`src/rtl/timer_pkg.sv`:
```
// Shared definitions for the timer group: register offsets,
// CONFIG field layout and the CONFIG pack/unpack helpers.
package timer_pkg;

  localparam logic [7:0] OFS_CONFIG  = 8'h00;
  localparam logic [7:0] OFS_LO      = 8'h04;
  localparam logic [7:0] OFS_HI      = 8'h08;
  localparam logic [7:0] OFS_UPDATE  = 8'h0C;
  localparam logic [7:0] OFS_ALARMLO = 8'h10;
  localparam logic [7:0] OFS_ALARMHI = 8'h14;
  localparam logic [7:0] OFS_LOADLO  = 8'h18;
  localparam logic [7:0] OFS_LOADHI  = 8'h1C;
  localparam logic [7:0] OFS_LOAD    = 8'h20;
  localparam logic [31:0] SET_SIZE   = 32'h24;

  localparam logic [7:0] INT_ENA_OFS = 8'h00;
  localparam logic [7:0] INT_RAW_OFS = 8'h04;
  localparam logic [7:0] INT_ST_OFS  = 8'h08;
  localparam logic [7:0] INT_CLR_OFS = 8'h0C;

  localparam int CFG_EN       = 31;
  localparam int CFG_INC      = 30;
  localparam int CFG_AR       = 29;
  localparam int CFG_DIV_HI   = 28;
  localparam int CFG_DIV_LO   = 13;
  localparam int CFG_ALARM_EN = 10;

  typedef struct packed {
    logic        en;
    logic        inc;
    logic        autoreload;
    logic [15:0] divider;
    logic        alarm_en;
  } timer_cfg_t;

  function automatic logic [31:0] cfg_pack(timer_cfg_t c);
    logic [31:0] d;
    d = '0;
    d[CFG_EN] = c.en;
    d[CFG_INC] = c.inc;
    d[CFG_AR] = c.autoreload;
    d[CFG_DIV_HI:CFG_DIV_LO] = c.divider;
    d[CFG_ALARM_EN] = c.alarm_en;
    return d;
  endfunction

  function automatic timer_cfg_t cfg_unpack(logic [31:0] d);
    timer_cfg_t c;
    c.en = d[CFG_EN];
    c.inc = d[CFG_INC];
    c.autoreload = d[CFG_AR];
    c.divider = d[CFG_DIV_HI:CFG_DIV_LO];
    c.alarm_en = d[CFG_ALARM_EN];
    return c;
  endfunction

endpackage

```
`src/rtl/timer_group_if.sv`:
```
// MMIO bus bundle between the processor and the timer group,
// including the per-channel interrupt lines.
interface timer_group_if #(parameter int N_CH = 2);
  logic [31:0]     addr_in;
  logic [31:0]     data_in;
  logic            wr_in;
  logic            rd_in;
  logic            rd_valid_out;
  logic [31:0]     data_out;
  logic [N_CH-1:0] irq_out;

  modport master (
    output addr_in, data_in, wr_in, rd_in,
    input  rd_valid_out, data_out, irq_out
  );

  modport slave (
    input  addr_in, data_in, wr_in, rd_in,
    output rd_valid_out, data_out, irq_out
  );
endinterface

```
`src/rtl/timer_channel.sv`:
```
// One timer: prescaler, up/down counter, alarm compare,
// software snapshot and load/auto-reload.
module timer_channel
  import timer_pkg::*;
#(
  parameter int CNT_W = 64
) (
  input  logic             clk,
  input  logic             rst,
  input  timer_cfg_t       cfg,
  input  logic             load,
  input  logic             update,
  input  logic [CNT_W-1:0] alarm,
  input  logic [CNT_W-1:0] load_val,
  output logic [CNT_W-1:0] snap,
  output logic             alarm_hit
);

  logic [15:0]      psc;
  logic [CNT_W-1:0] cnt;
  logic             tick;
  logic             reload;
  logic             div_one;

  assign div_one = cfg.divider <= 16'd1;
  assign tick = cfg.en & (div_one | (psc >= cfg.divider - 16'd1));
  assign alarm_hit = cfg.en & cfg.alarm_en & (cnt == alarm);
  assign reload = alarm_hit & cfg.autoreload;

  // prescaler restarts whenever the count phase is re-established
  always_ff @(posedge clk or posedge rst) begin
    if (rst) psc <= '0;
    else if (!cfg.en || load || reload || tick) psc <= '0;
    else psc <= psc + 16'd1;
  end

  // counter: load beats reload beats tick
  always_ff @(posedge clk or posedge rst) begin
    if (rst) cnt <= '0;
    else if (load || reload) cnt <= load_val;
    else if (tick) cnt <= cfg.inc ? cnt + 1'b1 : cnt - 1'b1;
  end

  // snapshot holds the pre-edge count
  always_ff @(posedge clk or posedge rst) begin
    if (rst) snap <= '0;
    else if (update) snap <= cnt;
  end

endmodule

```
`src/rtl/timer_group.sv`:
```
// MMIO timer group: address decode, per-channel register file,
// shared interrupt block and registered read mux.
module timer_group
  import timer_pkg::*;
#(
  parameter int          N_CH      = 2,
  parameter int          CNT_W     = 64,
  parameter logic [31:0] BASE_ADDR = 32'h3FF5_F000,
  parameter logic [15:0] CH_STRIDE = 16'h0024,
  parameter logic [15:0] INT_OFS   = 16'h0098
) (
  input logic          clk,
  input logic          rst,
  timer_group_if.slave bus
);

  localparam int HI_W = CNT_W - 32;

  logic [31:0]     off;
  logic [31:0]     ch_rdata [N_CH];
  logic [N_CH-1:0] hit_vec;
  logic [N_CH-1:0] ena;
  logic [N_CH-1:0] raw;
  logic [N_CH-1:0] st;
  logic [N_CH-1:0] clr_mask;
  logic [31:0]     rmux;
  logic            r_ena, r_raw, r_st, w_ena, w_clr;

  assign off = bus.addr_in - BASE_ADDR;

  for (genvar c = 0; c < N_CH; c++) begin : g_ch
    logic [31:0]      rel;
    logic             sel;
    logic             a_cfg, a_lo, a_hi, a_upd, a_alo, a_ahi;
    logic             a_llo, a_lhi, a_ld;
    timer_cfg_t       cfg;
    logic [CNT_W-1:0] alarm, load_val, snap;
    logic             alarm_hit;
    logic [31:0]      rv;

    assign rel = off - (32'(c) * 32'(CH_STRIDE));
    assign sel = rel < SET_SIZE;
    assign a_cfg = sel & (rel[7:0] == OFS_CONFIG);
    assign a_lo  = sel & (rel[7:0] == OFS_LO);
    assign a_hi  = sel & (rel[7:0] == OFS_HI);
    assign a_upd = sel & (rel[7:0] == OFS_UPDATE);
    assign a_alo = sel & (rel[7:0] == OFS_ALARMLO);
    assign a_ahi = sel & (rel[7:0] == OFS_ALARMHI);
    assign a_llo = sel & (rel[7:0] == OFS_LOADLO);
    assign a_lhi = sel & (rel[7:0] == OFS_LOADHI);
    assign a_ld  = sel & (rel[7:0] == OFS_LOAD);

    // register file; a software CONFIG write overrides the one-shot clear
    always_ff @(posedge clk or posedge rst) begin
      if (rst) begin
        cfg <= '0;
        alarm <= '0;
        load_val <= '0;
      end else begin
        if (alarm_hit) cfg.alarm_en <= 1'b0;
        if (bus.wr_in && a_cfg) cfg <= cfg_unpack(bus.data_in);
        if (bus.wr_in && a_alo) alarm[31:0] <= bus.data_in;
        if (bus.wr_in && a_ahi) alarm[CNT_W-1:32] <= bus.data_in[HI_W-1:0];
        if (bus.wr_in && a_llo) load_val[31:0] <= bus.data_in;
        if (bus.wr_in && a_lhi) load_val[CNT_W-1:32] <= bus.data_in[HI_W-1:0];
      end
    end

    timer_channel #(.CNT_W(CNT_W)) u_ch (
      .clk      (clk),
      .rst      (rst),
      .cfg      (cfg),
      .load     (bus.wr_in & a_ld),
      .update   (bus.wr_in & a_upd),
      .alarm    (alarm),
      .load_val (load_val),
      .snap     (snap),
      .alarm_hit(alarm_hit)
    );

    // per-channel read data, zero when not addressed
    always_comb begin
      rv = '0;
      unique case (1'b1)
        a_cfg: rv = cfg_pack(cfg);
        a_lo:  rv = snap[31:0];
        a_hi:  rv = 32'(snap >> 32);
        a_alo: rv = alarm[31:0];
        a_ahi: rv = 32'(alarm >> 32);
        a_llo: rv = load_val[31:0];
        a_lhi: rv = 32'(load_val >> 32);
        default: rv = '0;
      endcase
    end

    assign ch_rdata[c] = rv;
    assign hit_vec[c] = alarm_hit;
  end

  assign r_ena = off == (32'(INT_OFS) + 32'(INT_ENA_OFS));
  assign r_raw = off == (32'(INT_OFS) + 32'(INT_RAW_OFS));
  assign r_st  = off == (32'(INT_OFS) + 32'(INT_ST_OFS));
  assign w_ena = bus.wr_in & r_ena;
  assign w_clr = bus.wr_in & (off == (32'(INT_OFS) + 32'(INT_CLR_OFS)));
  assign clr_mask = w_clr ? bus.data_in[N_CH-1:0] : '0;
  assign st = raw & ena;
  assign bus.irq_out = st;

  // interrupt block; a same-edge alarm set beats the clear
  always_ff @(posedge clk or posedge rst) begin
    if (rst) begin
      ena <= '0;
      raw <= '0;
    end else begin
      if (w_ena) ena <= bus.data_in[N_CH-1:0];
      raw <= (raw & ~clr_mask) | hit_vec;
    end
  end

  // read mux across channels and interrupt registers
  always_comb begin
    rmux = '0;
    for (int c = 0; c < N_CH; c++) rmux = rmux | ch_rdata[c];
    unique case (1'b1)
      r_ena:   rmux = 32'(ena);
      r_raw:   rmux = 32'(raw);
      r_st:    rmux = 32'(st);
      default: rmux = rmux;
    endcase
  end

  // one-cycle read response
  always_ff @(posedge clk or posedge rst) begin
    if (rst) begin
      bus.rd_valid_out <= 1'b0;
      bus.data_out <= '0;
    end else begin
      bus.rd_valid_out <= bus.rd_in;
      if (bus.rd_in) bus.data_out <= rmux;
    end
  end

endmodule
```
`src/flat_wrapper.sv`:
```
// flat-port wrapper written by rule: the top's interface ports become plain ports
module timer_group_flat import timer_pkg::*;
#(
  parameter int          N_CH      = 2,
  parameter int          CNT_W     = 64,
  parameter logic [31:0] BASE_ADDR = 32'h3FF5_F000,
  parameter logic [15:0] CH_STRIDE = 16'h0024,
  parameter logic [15:0] INT_OFS   = 16'h0098
)
  (clk, rst, bus_addr_in, bus_data_in, bus_wr_in, bus_rd_in, bus_rd_valid_out, bus_data_out, bus_irq_out);
  timer_group_if #(.N_CH(N_CH)) bus_i ();
  input logic clk;
  input logic rst;
  input wire logic [$bits(bus_i.addr_in)-1:0] bus_addr_in;
  input wire logic [$bits(bus_i.data_in)-1:0] bus_data_in;
  input wire logic [$bits(bus_i.wr_in)-1:0] bus_wr_in;
  input wire logic [$bits(bus_i.rd_in)-1:0] bus_rd_in;
  output wire logic [$bits(bus_i.rd_valid_out)-1:0] bus_rd_valid_out;
  output wire logic [$bits(bus_i.data_out)-1:0] bus_data_out;
  output wire logic [$bits(bus_i.irq_out)-1:0] bus_irq_out;
  assign bus_i.addr_in = bus_addr_in;
  assign bus_i.data_in = bus_data_in;
  assign bus_i.wr_in = bus_wr_in;
  assign bus_i.rd_in = bus_rd_in;
  assign bus_rd_valid_out = bus_i.rd_valid_out;
  assign bus_data_out = bus_i.data_out;
  assign bus_irq_out = bus_i.irq_out;
  timer_group #(.N_CH(N_CH), .CNT_W(CNT_W), .BASE_ADDR(BASE_ADDR), .CH_STRIDE(CH_STRIDE), .INT_OFS(INT_OFS)) u_core (.clk(clk), .rst(rst), .bus(bus_i));
endmodule
```
`config.mk`:
```
export PLATFORM = sky130hd
export DESIGN_NAME = timer_group_flat
export DESIGN_NICKNAME = d
export VERILOG_FILES = /design/src/rtl/timer_pkg.sv /design/src/rtl/timer_group_if.sv /design/src/rtl/timer_channel.sv /design/src/rtl/timer_group.sv /design/src/flat_wrapper.sv
export SDC_FILE = /design/constraint.sdc
export NUM_CORES = 2
export LEC_CHECK = 0
export CAP_MARGIN = 10
export CORE_MARGIN = 2
export CORE_UTILIZATION = 55
export DETAILED_ROUTE_END_ITERATION = 16
export PLACE_DENSITY = 0.75
export SYNTH_ARGS = -nofsm -noshare
export SYNTH_HDL_FRONTEND = slang
export SYNTH_SLANG_ARGS = --single-unit
```
`constraint.sdc`:
```
create_clock -name clk -period 20.9 [get_ports clk]
set_input_delay 4.18 -clock clk [delete_from_list [all_inputs] [get_ports clk]]
set_output_delay 4.18 -clock clk [all_outputs]
set_load 0.02 [all_outputs]
```
==> results.cfg <==
[worst_hold_path]
hold_path_depth = 1
hold_start = u_core.g_ch[1].u_ch.snap[0]
hold_end = u_core.g_ch[1].u_ch.snap[0]
min_path_type = flip-flop to flip-flop

[clocking]
hold_buffers = 0
cts_made_buffers = 69
cts_tree = built
numClockSinks = 621
h-tree-depth = 3
ctsResizeCount = 0
cts.reportedPaths.clkPinSlew_ns = 0.06
postCtsSetupBuffers = 0
clock_path_buffers = 3
clk_latency_ns = 0.62
clockRootBuffer = clkbuf_16

[worst_setup_path]
cp_slowest_stage_delay_ns = 0.70
ff2ff_setup_slack_ns = 15.06
rr_endpoint = u_core.g_ch[1].u_ch.cnt[62]
worstPathMaxFanout = 32
slowest_stage = and2_4
worstSetupEndpointType = flip-flop
reg2reg_depth = 16
startpoint_type = input port
worstPathCellList = clkdlybuf4s50_1, ha_1, a41o_1, a21oi_4, nor4_1, inv_1, a211oi_1, o21ai_1, nor4_1, and4_1, and3_1, buf_4, and2_4, mux2_2
rr_startpoint = u_core.g_ch[1].cfg[18]
cp_data_required_time_ns = 21.39
cp_common_cell = nor4_1
cp.arrival_ns = 9.30
critical_path_class = input port to flip-flop

[global_route]
grt_usage_pct = 35.7
grt_pass1_vias = 31000
grt_overflow = 0
grt_pass1_wl_mm = 194
antenna_found_initial = 12
grt_start_max_net_pins = 176

[finish]
layout.nets = 4088
area_delta_synth_final_pct = 9.74
drive_above_1_share_pct = 14.9
fillers = 5827

[logic_synthesis]
async_flop_share_pct = 100
ys_types = 109
yosys-top-cells-area = dfrtp_1 (40%), mux2_2 (9.9%), ha_1 (5.3%), xnor2_1 (3.8%), a21oi_1 (3.4%)
avgSynthCellArea_um2 = 9.99
synth_edf_count = 0
postSynthCellCount = 3852
synth_fp_nets = 4086
syn_area_um2 = 38500
seq_area_frac_synth_pct = 40.4
ys.warnings.count = 0
yosysMostFrequentCell = dfrtp_1
synth_top_area_share_pct = 40.4
synth-seq-cells = 621
synth_flop_cell = dfrtp_1
synth_common_cells = dfrtp_1 (621), mux2_2 (338), nand2_1 (290)
yosysTopAreaCell = dfrtp_1

[floorplanning]
rows = 96
pin_count = 103
die_width_um = 268
initial_core_util_pct = 55.8
die_area_um2 = 72100
die_height_um = 268
core-area_um2 = 68900

[drt]
drc = 0
num_vias = 32200
firstDrtPassIters = 9
totalWireLength_mm = 129
drt_first_iter_violations = 4094
postRouteAntennaNets = 0
vias_per_cell = 6.65
wl_per_cell_um = 26.6

[timing]
rsz0062_at_grt = false
fmax_ghz = 0.113
finClkSkew_ns = 0.0232
fin_crit_ns = 8.82
hold_viol = 0
slew_violations = 0
maxSlewHeadroom_pct = 21.1
worstMarginPinSlew_ns = 1.18
period_share_pct = 42.2
tns_ns = 0
report.final.setup_viol = 0
fin_ws_ns = 12.08

[placed_design]
preCtsSetupSlack_ns = 11.64
io_buffers = 102
dp_hpwl_mm = 93.2
finalWeightedCongestion = 0.979

[power_and_ir_drop]
powerDensity_nw_per_um2 = 60.1
p_leak_nw = 19.1
vdd_drop_max_mv = 0.0514

[job]
drv_cap = 0

[status]
outcome = finished clean
power by group:
part	switching, mW	leakage [nW]	internal, mW	total (mW)
clock	0.509	1.09	0.699	1.21
sequential	0.00458	8.21	1.21	1.21
combinational	0.0814	9.81	0.0352	0.117
total	0.595	19.1	1.94	2.54
layer usage:
| metal | part of all wire [%] | wire length (um) | GRT usage (%) | up-vias |
|---|---|---|---|---|
| li1 | - | - | - | 14200 |
| met1 | 41 | 52300 | 48.4 | 16000 |
| met2 | 44 | 57200 | 54.5 | 1626 |
| met3 | 9.7 | 12400 | 7.74 | 329 |
| met4 | 5.3 | 6790 | 17.5 | 2 |
| met5 | 0.0085 | 11 | 0 | - |
worst max-delay path, delay by kind of cell:
family	cells	cell delay, ns
AOI/OAI and AO/OA	4	1.00
buffers and inverters	3	1.10
and+or+nand+nor	5	2.23
adders and majority gates	1	0.36
muxes	1	0.41
worst max path at each step:
stage / slack (ns) / from / endpoint
floorplan: 8.24 / rst / u_core.bus.data_out[0]
global placement: 11.67 / bus_addr_in[12] / u_core.g_ch[1].load_val[30]
finish: 12.08 / bus_addr_in[12] / u_core.g_ch[1].load_val[31]
CTS: 12.22 / bus_addr_in[12] / u_core.g_ch[1].load_val[31]
global route: 11.82 / bus_addr_in[12] / u_core.bus.data_out[21]
detailed placement: 11.64 / bus_addr_in[12] / u_core.g_ch[1].load_val[31]
per-stage QoR:
step / instance area (um^2) / hold WS, ns / util [%] / cells / power [mW]
floorplan: 38500 / 0.453 / - / 3852 / 1.29
global placement: 40000 / 0.462 / 58.0 / 4714 / 1.35
detailed placement: 40000 / 0.470 / 58.0 / 4714 / 1.35
CTS: 42200 / 0.482 / 61.2 / 4837 / 2.54
global route: 42200 / 0.496 / 61.2 / 4840 / 2.60
finish: 42200 / 0.480 / 61.2 / 4840 / 2.54
logic make-up after synthesis:
family,synth area share [%]
AOI/OAI and AO/OA,17.9
xor gates and xnor gates,6.06
adders and majority gates,5.44
buffers and inverters,3.71
DFF,40.4
muxes,12.9
and+or+nand+nor,13.6
layout by cell type (no fill, tap or decap), drive strengths merged, types with 90 or more instances in the layout:
cell / Yosys / routed
dfrtp: 621 / 621
mux2: 412 / 412
nand2: 292 / 292
a21oi: 265 / 265
nor2: 238 / 238
o21ai: 230 / 230
xnor2: 166 / 166
ha: 164 / 164
clkdlybuf4s50: 0 / 101
xor2: 100 / 100
clkbuf: 100 / 97
inv: 93 / 96
a21o: 95 / 95
nand3: 90 / 90
flip-flops by register name, indices dropped and copies added (netlist names):
register,count
u_core.g_ch.u_ch.snap,128
u_core.g_ch.alarm,128
u_core.bus.rd_valid_out,1
u_core.ena,2
u_core.g_ch.u_ch.cnt,128
u_core.bus.data_out,32
u_core.g_ch.load_val,128
u_core.g_ch.cfg,40
u_core.g_ch.u_ch.psc,32
u_core.raw,2
layout make-up:
cell class	instances	area (um^2)	area share, %
antenna	3	7.51	0.0178
clock buffer	97	1970	4.67
clock inverter	26	251	0.596
inverter	93	353	0.836
multi-input combinational	2926	21600	51.1
sequential	621	15500	36.8
tap	931	1160	2.76
timing repair buffer	143	1360	3.22
Power figures use the tool's default switching activity.
